[config.mk]
export PLATFORM = sky130hd
export DESIGN_NAME = dmem_arbiter
export DESIGN_NICKNAME = d
export VERILOG_FILES = /design/src/rtl/dmem_arb_pkg.sv /design/src/rtl/dmem_wait_counter.sv /design/src/rtl/dmem_arbiter.sv
export SDC_FILE = /design/constraint.sdc
export NUM_CORES = 1
export LEC_CHECK = 0
export ABC_AREA = 1
export BUFFER_PORTS_ARGS = -buffer_cell sky130_fd_sc_hd__clkbuf_2
export CAP_MARGIN = 20
export CORE_MARGIN = 2
export CORE_UTILIZATION = 34
export CTS_CLUSTER_SIZE = 24
export DETAILED_ROUTE_END_ITERATION = 8
export PLACE_DENSITY = 0.68
export SETUP_SLACK_MARGIN = 0.02
export SYNTH_ARGS = -nofsm -noshare
export SYNTH_HDL_FRONTEND = slang
export SYNTH_SLANG_ARGS = --single-unit
[constraint.sdc]
create_clock -name clk -period 0.9 [get_ports clk]
set_clock_uncertainty 0.1 [all_clocks]
set_input_delay 0.09 -clock clk [delete_from_list [all_inputs] [get_ports clk]]
set_output_delay 0.09 -clock clk [all_outputs]
set_load 0.005 [all_outputs]
[src/rtl/dmem_arb_pkg.sv]
// Shared types and default widths for the data-RAM arbiter.
package dmem_arb_pkg;

   localparam int unsigned DMEM_AW = 14;
   localparam int unsigned DMEM_DW = 8;

   typedef enum logic [1:0] {IDLE, CPU, EXT, FORCE_EXT} arb_state_t;
   typedef enum logic [1:0] {OWN_NONE, OWN_CPU, OWN_EXT} owner_t;

endpackage

[src/rtl/dmem_wait_counter.sv]
// Saturating count of consecutive denied ext cycles; trip_c fires on the denial
// that reaches MAX_WAIT and the count restarts from zero.
module dmem_wait_counter #(
   parameter int unsigned MAX_WAIT = 7
) (
   input  logic clk,
   input  logic reset,
   input  logic inc,
   input  logic clr,
   output logic trip_c
);

   localparam int unsigned CW = $clog2(MAX_WAIT + 1);

   logic [CW-1:0] cnt;

   assign trip_c = inc && (cnt == CW'(MAX_WAIT - 1));

   always_ff @(posedge clk or negedge reset) begin
      if (!reset) begin
         cnt <= '0;
      end else if (clr || trip_c) begin
         cnt <= '0;
      end else if (inc && (cnt < CW'(MAX_WAIT))) begin
         cnt <= cnt + CW'(1);
      end
   end

endmodule

[src/rtl/dmem_arbiter.sv]
// Shares the byte-wide data RAM between the cpu memory stage (fixed priority) and
// an ext valid/ready port. DMEM_ARB_STARVE_GUARD_EN adds a forced ext slot after MAX_WAIT denials.
module dmem_arbiter
   import dmem_arb_pkg::*;
#(
   parameter int unsigned AW       = DMEM_AW,
   parameter int unsigned DW       = DMEM_DW,
   parameter int unsigned MAX_WAIT = 7
) (
   input  logic          clk,
   input  logic          reset,
   input  logic          cpu_req,
   input  logic          cpu_we,
   input  logic [AW-1:0] cpu_addr,
   input  logic [DW-1:0] cpu_wdata,
   output logic [DW-1:0] cpu_rdata,
   output logic          cpu_stall,
   input  logic          ext_valid,
   input  logic          ext_we,
   input  logic [AW-1:0] ext_addr,
   input  logic [DW-1:0] ext_wdata,
   output logic          ext_ready,
   output logic [DW-1:0] ext_rdata,
   output logic          ext_rvalid,
   output logic [AW-1:0] ram_addr,
   output logic [DW-1:0] ram_wdata,
   output logic          ram_we,
   input  logic [DW-1:0] ram_q
);

   arb_state_t    state;
   owner_t        owner;
   logic [AW-1:0] addr_q;
   logic [DW-1:0] wdata_q;
   logic          xfer;
   logic          force_slot;
   logic          trip;

`ifdef DMEM_ARB_STARVE_GUARD_EN
   assign force_slot = (state == FORCE_EXT);
   assign cpu_stall  = cpu_req && (owner != OWN_CPU);

   dmem_wait_counter #(.MAX_WAIT(MAX_WAIT)) u_wait (
      .clk    (clk),
      .reset  (reset),
      .inc    (ext_valid && !ext_ready),
      .clr    (xfer || !ext_valid),
      .trip_c (trip)
   );
`else
   assign force_slot = 1'b0;
   assign cpu_stall  = 1'b0;
   assign trip       = 1'b0;
`endif

   // Owner is withheld while reset is low so nothing reaches the RAM.
   always_comb begin
      owner = OWN_NONE;
      if (!reset)          owner = OWN_NONE;
      else if (force_slot) owner = OWN_EXT;
      else if (cpu_req)    owner = OWN_CPU;
      else if (ext_valid)  owner = OWN_EXT;
   end

   // RAM mux; an idle cycle re-drives the last address/data with writes off.
   always_comb begin
      ram_addr  = addr_q;
      ram_wdata = wdata_q;
      ram_we    = 1'b0;
      case (owner)
         OWN_CPU: begin
            ram_addr  = cpu_addr;
            ram_wdata = cpu_wdata;
            ram_we    = cpu_we;
         end
         OWN_EXT: begin
            ram_addr  = ext_addr;
            ram_wdata = ext_wdata;
            ram_we    = ext_we && ext_valid;
         end
         default: ;
      endcase
   end

   assign ext_ready = (owner == OWN_EXT);
   assign xfer      = ext_valid && ext_ready;
   assign cpu_rdata = ram_q;

   always_ff @(posedge clk or negedge reset) begin
      if (!reset) begin
         state      <= IDLE;
         addr_q     <= '0;
         wdata_q    <= '0;
         ext_rvalid <= 1'b0;
         ext_rdata  <= '0;
      end else begin
         addr_q     <= ram_addr;
         wdata_q    <= ram_wdata;
         ext_rvalid <= xfer && !ext_we;
         if (xfer && !ext_we) ext_rdata <= ram_q;
         if (trip) begin
            state <= FORCE_EXT;
         end else begin
            case (owner)
               OWN_CPU: state <= CPU;
               OWN_EXT: state <= EXT;
               default: state <= IDLE;
            endcase
         end
      end
   end

endmodule

# Yosys cells after proc, flatten, opt, wreduce, memory -nomap -nowiden
# Cells that the tools add are included.
dict set report word_totals {
  output_inout_bits 42
  word_cells 16
  reg_bits 31
  in_bits 58
}
dict set report classes {
  reduce_logical 4
  n_mux 6
  n_eq_ne 2
}
# op n
set ops {}
lappend ops {{$pmux 14 s2} 1}
lappend ops {{$pmux 8 s2} 1}
lappend ops {{$mux 2} 3}
lappend ops {{$logic_and 1x1->1} 3}
lappend ops {{$eq 2x1->1 const B} 1}
lappend ops {{$eq 2x2->1 const B} 1}
lappend ops {{$pmux 1 s2} 1}
lappend ops {{$logic_not 1->1} 1}

# Longest topological paths before layout
# Gate-level depths: netlist of the first run.
dict set report depth {
  word_depth 6
  ltp_mapped 5
  depth_no_buf 5
}

# Least setup slack after synthesis of the first run
# No wires, ideal clock.
dict set report synth_timing {
  kind {input to output}
  from {input ext_valid}
  to {output ram_addr[10]}
  setup_slack_ns 0.097
  n_path_buf 1
  cell_stages 5
  arrival_ns 0.613
  required_time_ns 0.710
  path_cell_list {nand2_2 > nor2_4 > buf_4 > nand2_1 > nand3_1}
}
dict set report synth_via {
  elab_chain_cells 5
  word_cells_on_any_way 6
  cone_classes {eq/ne (2); mux (4)}
}
# element line
set synth_rtl {}
lappend synth_rtl {{from (decl)} dmem_arbiter.sv:18} ;# input logic ext_valid,
lappend synth_rtl {{$mux 2} dmem_arbiter.sv:62} ;# else if (ext_valid) owner = OWN_EXT;
lappend synth_rtl {{$mux 2} dmem_arbiter.sv:61} ;# else if (cpu_req) owner = OWN_CPU;
lappend synth_rtl {{$mux 2} dmem_arbiter.sv:59} ;# if (!reset) owner = OWN_NONE;
lappend synth_rtl {{$eq 2x2->1} n/a}
lappend synth_rtl {{named net ext_ready} dmem_arbiter.sv:22} ;# output logic ext_ready,
lappend synth_rtl {{$pmux 14 s2} dmem_arbiter.sv:70} ;# case (owner)
lappend synth_rtl {{to (decl)} dmem_arbiter.sv:25} ;# output logic [AW-1:0] ram_addr,
# The timed path passes the listed nets, and every way through them passes these cells.

# Worst setup path in the final report of the first run
dict set report layout_timing {
  from {register addr_q[3]}
  to {output ram_addr[3]}
}
dict set report layout_via {
  elab_chain_cells 1
}
# element line
set layout_rtl {}
lappend layout_rtl {{from (decl)} dmem_arbiter.sv:33} ;# logic [AW-1:0] addr_q;
lappend layout_rtl {{from (signal assigned)} dmem_arbiter.sv:97} ;# addr_q <= ram_addr;
lappend layout_rtl {{$pmux 14 s2} dmem_arbiter.sv:70}
# No other way between the ends.

==> results of run 1 <==
## worst max-delay path by stage
stage / slack [ns] / end / cells past startpoint / from
3_3_place_gp: -0.17 / ram_addr[2] / 6 / cpu_req
5_1_grt: -0.30 / ram_addr[3] / 3 / addr_q[3]$_DFF_PN0_
3_5_place_dp: -0.21 / ext_rdata[3]$_DFFE_PN0P_ / 7 / reset
4_1_cts: -0.23 / ram_wdata[4] / 3 / wdata_q[4]$_DFF_PN0_
6_report: -0.27 / ram_addr[3] / 3 / addr_q[3]$_DFF_PN0_
2_1_floorplan: 0.1 / ram_addr[10] / 5 / ext_valid
## cells in the final DEF, fill, tap and decap left out
master,synthesis,routed
clkbuf_8,0,7
clkbuf_2,0,92
buf_6,3,17
dlygate4sd3_1,0,9
conb_1,1,1
clkbuf_1,0,1
inv_4,0,1
nand3_1,52,18
buf_12,0,3
nand2_8,0,1
nand2_1,63,61
nor2_4,1,1
buf_8,0,2
dfrtp_1,31,31
clkbuf_16,0,2
nand2_2,3,2
buf_4,11,20
nand2_4,0,2
nand3_2,0,34
clkinv_1,1,1
inv_1,2,1
## power by group
group | internal, µW | switching [µW] | total (µW) | leakage [µW]
combinational | 689 | 528 | 1220 | 0.00111
clock | 697 | 472 | 1170 | 0.0000515
sequential | 1590 | 87.9 | 1670 | 0.000390
## what timing repair did
item                                    CTS  global route
pin swaps                                28             3
hold endpoints to repair                 45             5
buffers inserted                         23            12
cloned                                    0             2
resized for setup                        29            46
endpoints found under the setup margin   37            85
## sequential cells by signal, summed over array words and instances, names as in the netlist
name / flops
addr_q: 14
wdata_q: 8
ext_rvalid: 1
ext_rdata: 8
## through the flow
step	cells	setup WS (ns)
2_1_floorplan	172	0.0966
3_3_place_gp	317	-0.170
3_5_place_dp	317	-0.215
4_1_cts	353	-0.225
5_1_grt	357	-0.303
6_report	357	-0.275
## cells by family after synthesis
kind of cell | count (synthesis)
AND/OR/NAND/NOR | 119
other | 1
flip-flops | 31
buffers and inverters | 21
## area by class of cell
type                            instances  area share
Multi-Input combinational cell        120       0.269
Tap cell                               50      0.0231
Inverter                                3     0.00507
Timing Repair Buffer                  145       0.380
Clock buffer                            8      0.0369
Sequential cell                        31       0.286
## per-layer routing
metal	vias to the layer above	routed length [µm]	track usage
met2	63	2670	0.344
met3	8	250	0.0320
met5	-	0	0
met1	789	1810	0.193
met4	0	92	0.0654
li1	823	-	-
## critical path, delay by kind of cell (launching register included)
family | cells | cell delay (ns)
DFF | 1 | 0.37
and+or+nand+nor | 2 | 0.21
buffers and inverters | 1 | 0.13
==> qor.csv, run 1 <==
stage,metric,value,unit
yosys,Synth area leaders,"dfrtp_1 (53%), nand3_1 (18%), nand2_1 (16%)",
finish,layout cells sized above 1,0.599,
sta,Final period util,1.31,
route,# DRC,0,
power,P_leak,0.00155,µW
finish,area of the multi-input gates,729,µm²
yosys,mapped cell area,1450,µm²
critical_path,"Largest stage delay, worst path",0.37,ns
finish,final core occ,0.669,
critical_path,r2r endpoint,wdata_q[5]$_DFF_PN0_,
yosys,Yosys cell types,11,
route,Vias/cell,4.71,
floorplanning,Initial Util,0.358,
critical_path,reg2reg start,wdata_q[5]$_DFF_PN0_,
finish,Inserted Diodes,0,
power,PwrDens,1500,nW/µm²
global_routing,vias in the first global route,1569,
place,DP Area,2020,µm²
cts,CTS root buffer,clkbuf_8,
sta,TNS Setup,-5.50,ns
yosys,Syn Inst Count,172,
cts,CTS tree,built,
yosys,"EDFF count, synth",0,
place,Final GP Congestion,0.723,
hold_path,critical hold path startpoint,ext_addr[13],
finish,# fillers,343,
global_routing,Tot GR Track Use,0.179,
yosys,"area leader, netlist",dfrtp_1,
route,via count,1683,
critical_path,crit path max fanout,2,
power,Worst IR Drop VDD,1.13,mV
global_routing,largest net degree at the start of global routing,32,
floorplanning,die height,69.4,µm
route,total wire length,4820,µm
cts,clock sinks,31,
cts,Clock transition at path regs,0.06,ns
critical_path,worst path required time,0.71,ns
hold_path,Min-Delay Path Class,primary input to register,
yosys,mean post-synth cell area,8.45,µm²
critical_path,cell chain of the critical path,nand3_1 > nand3_2 > clkbuf_2,
yosys,Synth top area share,0.534,
finish,Final Instance Area,2710,µm²
power,Pwr Total,4060,µW
route,drt initial violations,52,
yosys,nets in the synthesized netlist,230,
yosys,ys async rst share,1.00,
cts,cts hold-fix bufs,9,
route,drt pass-1 iters,4,
critical_path,type of origin of the critical path,register,
floorplanning,Ports,100,
hold_path,Hold EP,addr_q[13]$_DFF_PN0_,
place,Post-DP HPWL,2840,µm
yosys,simple-gate share of the synthesized area,0.362,
sta,post-route setup slack,-0.275,ns
yosys,Synth Register Bits,31,
sta,Hold Fails Final Rpt,5,
yosys,"Seq/Total Area, Yosys",0.534,
floorplanning,core box area,4060,µm²
place,port buffer count,98,
route,final antenna-violating net count,0,
yosys,synth warn,0,
finish,Nets,364,
global_routing,total gr overflow,0,
critical_path,CP Class,register to output port,
critical_path,worst path arrival time,0.98,ns
route,WL/cell,13.5,µm
yosys,post-synthesis compound-gate area fraction,0,
floorplanning,die width,69.4,µm
finish,Area Growth Syn to Fin,86.7,%
yosys,Post-synth top cells,"nand2_1 (63), nand3_1 (52), dfrtp_1 (31), buf_4 (11), buf_2 (4)",
yosys,fraction of synthesized area in multiplexers,0,
finish,FF/Latch Area,776,µm²
global_routing,initial antenna violation count,0,
yosys,xor-xnor portion of the synthesized cell area,0,
yosys,most frequent cell after synthesis,nand2_1,
yosys,most used flip-flop cell after synthesis,dfrtp_1,
global_routing,first-pass GRT wire length,6890,µm
cts,H-tree levels,2,
sta,min Tclk post-route,1.17,ns
floorplanning,Rows,23,
run_status,outcome,finished with violations,
yosys,main combinational cell family by area after synthesis,simple AND/OR/NAND/NOR gates,
cts,clk buf depth,2,
critical_path,Worst setup EP type,output port,
yosys,Synth Area in Adders,0,
sta,Finish-stage setup viols,38,
sta,RSZ-0062 raised after global routing,true,
critical_path,reg-to-reg setup timing slack,-0.09,ns
cts,clock buffer count from CTS,5,
critical_path,slowest CP cell,dfrtp_1,
critical_path,worst r2r path cells,4,
flow_run,Max Cap Viol,0,
sta,fmax,851,MHz
hold_path,Hold Path Depth,3,
floorplanning,Die Area,4810,µm²
sta,Hold Worst Slack,-0.0504,ns
cts,worst skew pair latency,0.27,ns
run_status,violated checks,"negative hold slack, negative setup slack",
sta,Final Slew Violations,0,
(Power assumes the default switching activity.)
==> run 2: changes to the inputs <==
- ABC_CLOCK_PERIOD_IN_PS: not set -> 1000
- PLACE_DENSITY: 0.68 -> 0.71
- clock period: 0.9 -> 1 ns (I/O delays scaled with it)
==> qor.csv, run 2 (synthesized netlist as in run 1, its figures left out) <==
stage,metric,value,unit
route,via count,1734,
power,Worst IR Drop VDD,0.946,mV
cts,Clock transition at path regs,0.06,ns
critical_path,CP bufs+invs,1,
floorplanning,core box area,4060,µm²
power,net switching power,1010,µW
route,# DRC,0,
finish,"commonest non-fill, non-tap cells in the layout","clkbuf_2 (95), nand2_1 (62), nand3_2 (33)",
cts,clk buf depth,2,
critical_path,slowest CP cell,dfrtp_1,
run_status,violated checks,"negative hold slack, negative setup slack",
sta,RSZ-0062 raised after global routing,true,
sta,post-route setup slack,-0.144,ns
sta,Hold Fails Final Rpt,2,
cts,clock buffer count from CTS,5,
route,drt pass-1 iters,4,
floorplanning,die width,69.4,µm
floorplanning,die height,69.4,µm
finish,Inserted Diodes,0,
route,WL/cell,13.0,µm
sta,min Tclk post-route,1.14,ns
power,Int Power,2610,µW
critical_path,"CP delay by family, top",flip-flops,
floorplanning,Ports,100,
power,Combinational Power Share,0.328,
power,Flop pwr share,0.416,
flow_run,Max Cap Viol,0,
route,Vias/cell,4.69,
finish,fin cells,370,
run_status,outcome,finished with violations,
place,dpl cells,321,
critical_path,"Largest stage delay, worst path",0.36,ns
critical_path,worst path required time,0.80,ns
floorplanning,Initial Util,0.358,
power,Switching Share,0.279,
finish,"commonest non-fill, non-tap cell in the layout",clkbuf_2,
sta,Final period util,1.14,
critical_path,cell chain of the critical path,nand3_1 > nand3_2 > clkbuf_2,
route,final antenna-violating net count,0,
route,drt initial violations,56,
critical_path,Worst setup EP type,output port,
finish,Area Growth Syn to Fin,89.8,%
global_routing,Tot GR Track Use,0.197,
critical_path,worst path arrival time,0.94,ns
critical_path,Crit path depth,3,
cts,clock sinks,31,
place,Final GP Congestion,0.740,
finish,Nets,377,
critical_path,type of origin of the critical path,register,
cts,cts hold-fix bufs,9,
sta,fmax,874,MHz
place,port buffer count,98,
critical_path,crit path max fanout,2,
route,total wire length,4820,µm
global_routing,first-pass GRT wire length,7600,µm
cts,CTS tree,built,
critical_path,CP Launch Point,addr_q[8]$_DFF_PN0_,
cts,worst skew pair latency,0.28,ns
floorplanning,Die Area,4810,µm²
hold_path,Min-Delay Path Class,primary input to register,
hold_path,critical hold path startpoint,ext_addr[9],
global_routing,initial antenna violation count,0,
critical_path,CP Class,register to output port,
critical_path,r2r endpoint,addr_q[12]$_DFF_PN0_,
critical_path,reg2reg start,addr_q[12]$_DFF_PN0_,
global_routing,total gr overflow,0,
global_routing,largest net degree at the start of global routing,23,
power,PwrDens,1310,nW/µm²
power,Clock power frac,0.256,
floorplanning,Rows,23,
cts,H-tree levels,2,
finish,registers with the most flip-flops,"addr_q: 14 flops, ext_rdata: 8 flops, wdata_q: 8 flops",
power,P_leak,0.00160,µW
critical_path,Worst Setup EP,ram_addr[8],
sta,Finish-stage setup viols,23,
finish,# fillers,316,
finish,max reg flops,14,
critical_path,reg-to-reg setup timing slack,-0.05,ns
finish,layout cells sized above 1,0.606,
finish,largest reg by FF count,addr_q,
critical_path,worst r2r path cells,5,
place,Post-DP HPWL,2870,µm
sta,Hold Worst Slack,-0.0490,ns
global_routing,vias in the first global route,1754,
cts,CTS root buffer,clkbuf_8,
sta,Final Slew Violations,0,
==> run 2: changes by cell type in the layout (fill, tap and decap cells not counted), moves of 2 or more <==
cell | before | now
buf_4 | 20 | 30
buf_8 | 2 | 0
clkbuf_2 | 92 | 95
buf_12 | 3 | 5
==> run 2: per-stage QoR <==
stage	total power (µW)	cell area, µm²	worst slack, ns	utilization	setup TNS, ns
4_1_cts	3530	2640	-0.146	0.649	-2.97
6_report	3620	2760	-0.144	0.680	-2.68
3_3_place_gp	2260	2060	-0.111	0.508	-3.56
2_1_floorplan	1820	1450	0.177	-	0
5_1_grt	3850	2760	-0.193	0.680	-3.85
3_5_place_dp	2280	2060	-0.179	0.508	-4.43
==> run 2: worst min path at each step <==
| stage | to | cells past startpoint |
|---|---|---|
| after detailed placement | ext_rdata[5]$_DFFE_PN0P_ | 2 |
| after global routing | addr_q[9]$_DFF_PN0_ | 3 |
| after CTS | wdata_q[3]$_DFF_PN0_ | 3 |
| after global placement | ext_rdata[5]$_DFFE_PN0P_ | 2 |
| after floorplan | addr_q[0]$_DFF_PN0_ | 0 |
| final | addr_q[9]$_DFF_PN0_ | 3 |
==> run 2: timing repair <==
item                                   CTS  global route
endpoints found under the hold margin   42             2
buffers inserted                        32            16
resized for setup                       26            39
pin swaps                               28             5
cloned                                   1             0
setup endpoints to repair               30            42
==> run 2: tightest hold or removal path, stage by stage <==
cell and delay [ns]:
clkbuf_2 0.07, nand2_1 0.05, nand3_2 0.07
==> run 2: per-layer routing <==
layer	up-vias	track usage	part of all wire
met4	0	0.0458	0.016
met2	58	0.387	0.56
met3	8	0.0509	0.053
li1	841	-	-
met5	-	0	0
met1	827	0.206	0.37
==> run 2: final cells by class <==
type | instances | area [µm²] | area share
tap | 50 | 62.6 | 0.0227
clock inverter | 1 | 5.00 | 0.00181
clock buffer | 7 | 76.3 | 0.0277
multi-input combinational | 120 | 708 | 0.257
inverter | 3 | 11.3 | 0.00408
timing repair buffer | 158 | 1120 | 0.406
sequential | 31 | 776 | 0.281
==> run 2: power by group through the flow <==
stage	Sequential [µW]	Clock, µW	Combinational (µW)
floorplan	1510	0	313
global placement	1510	0	751
detailed placement	1510	0	768
CTS	1490	949	1090
global route	1520	1020	1310
finish	1510	929	1190
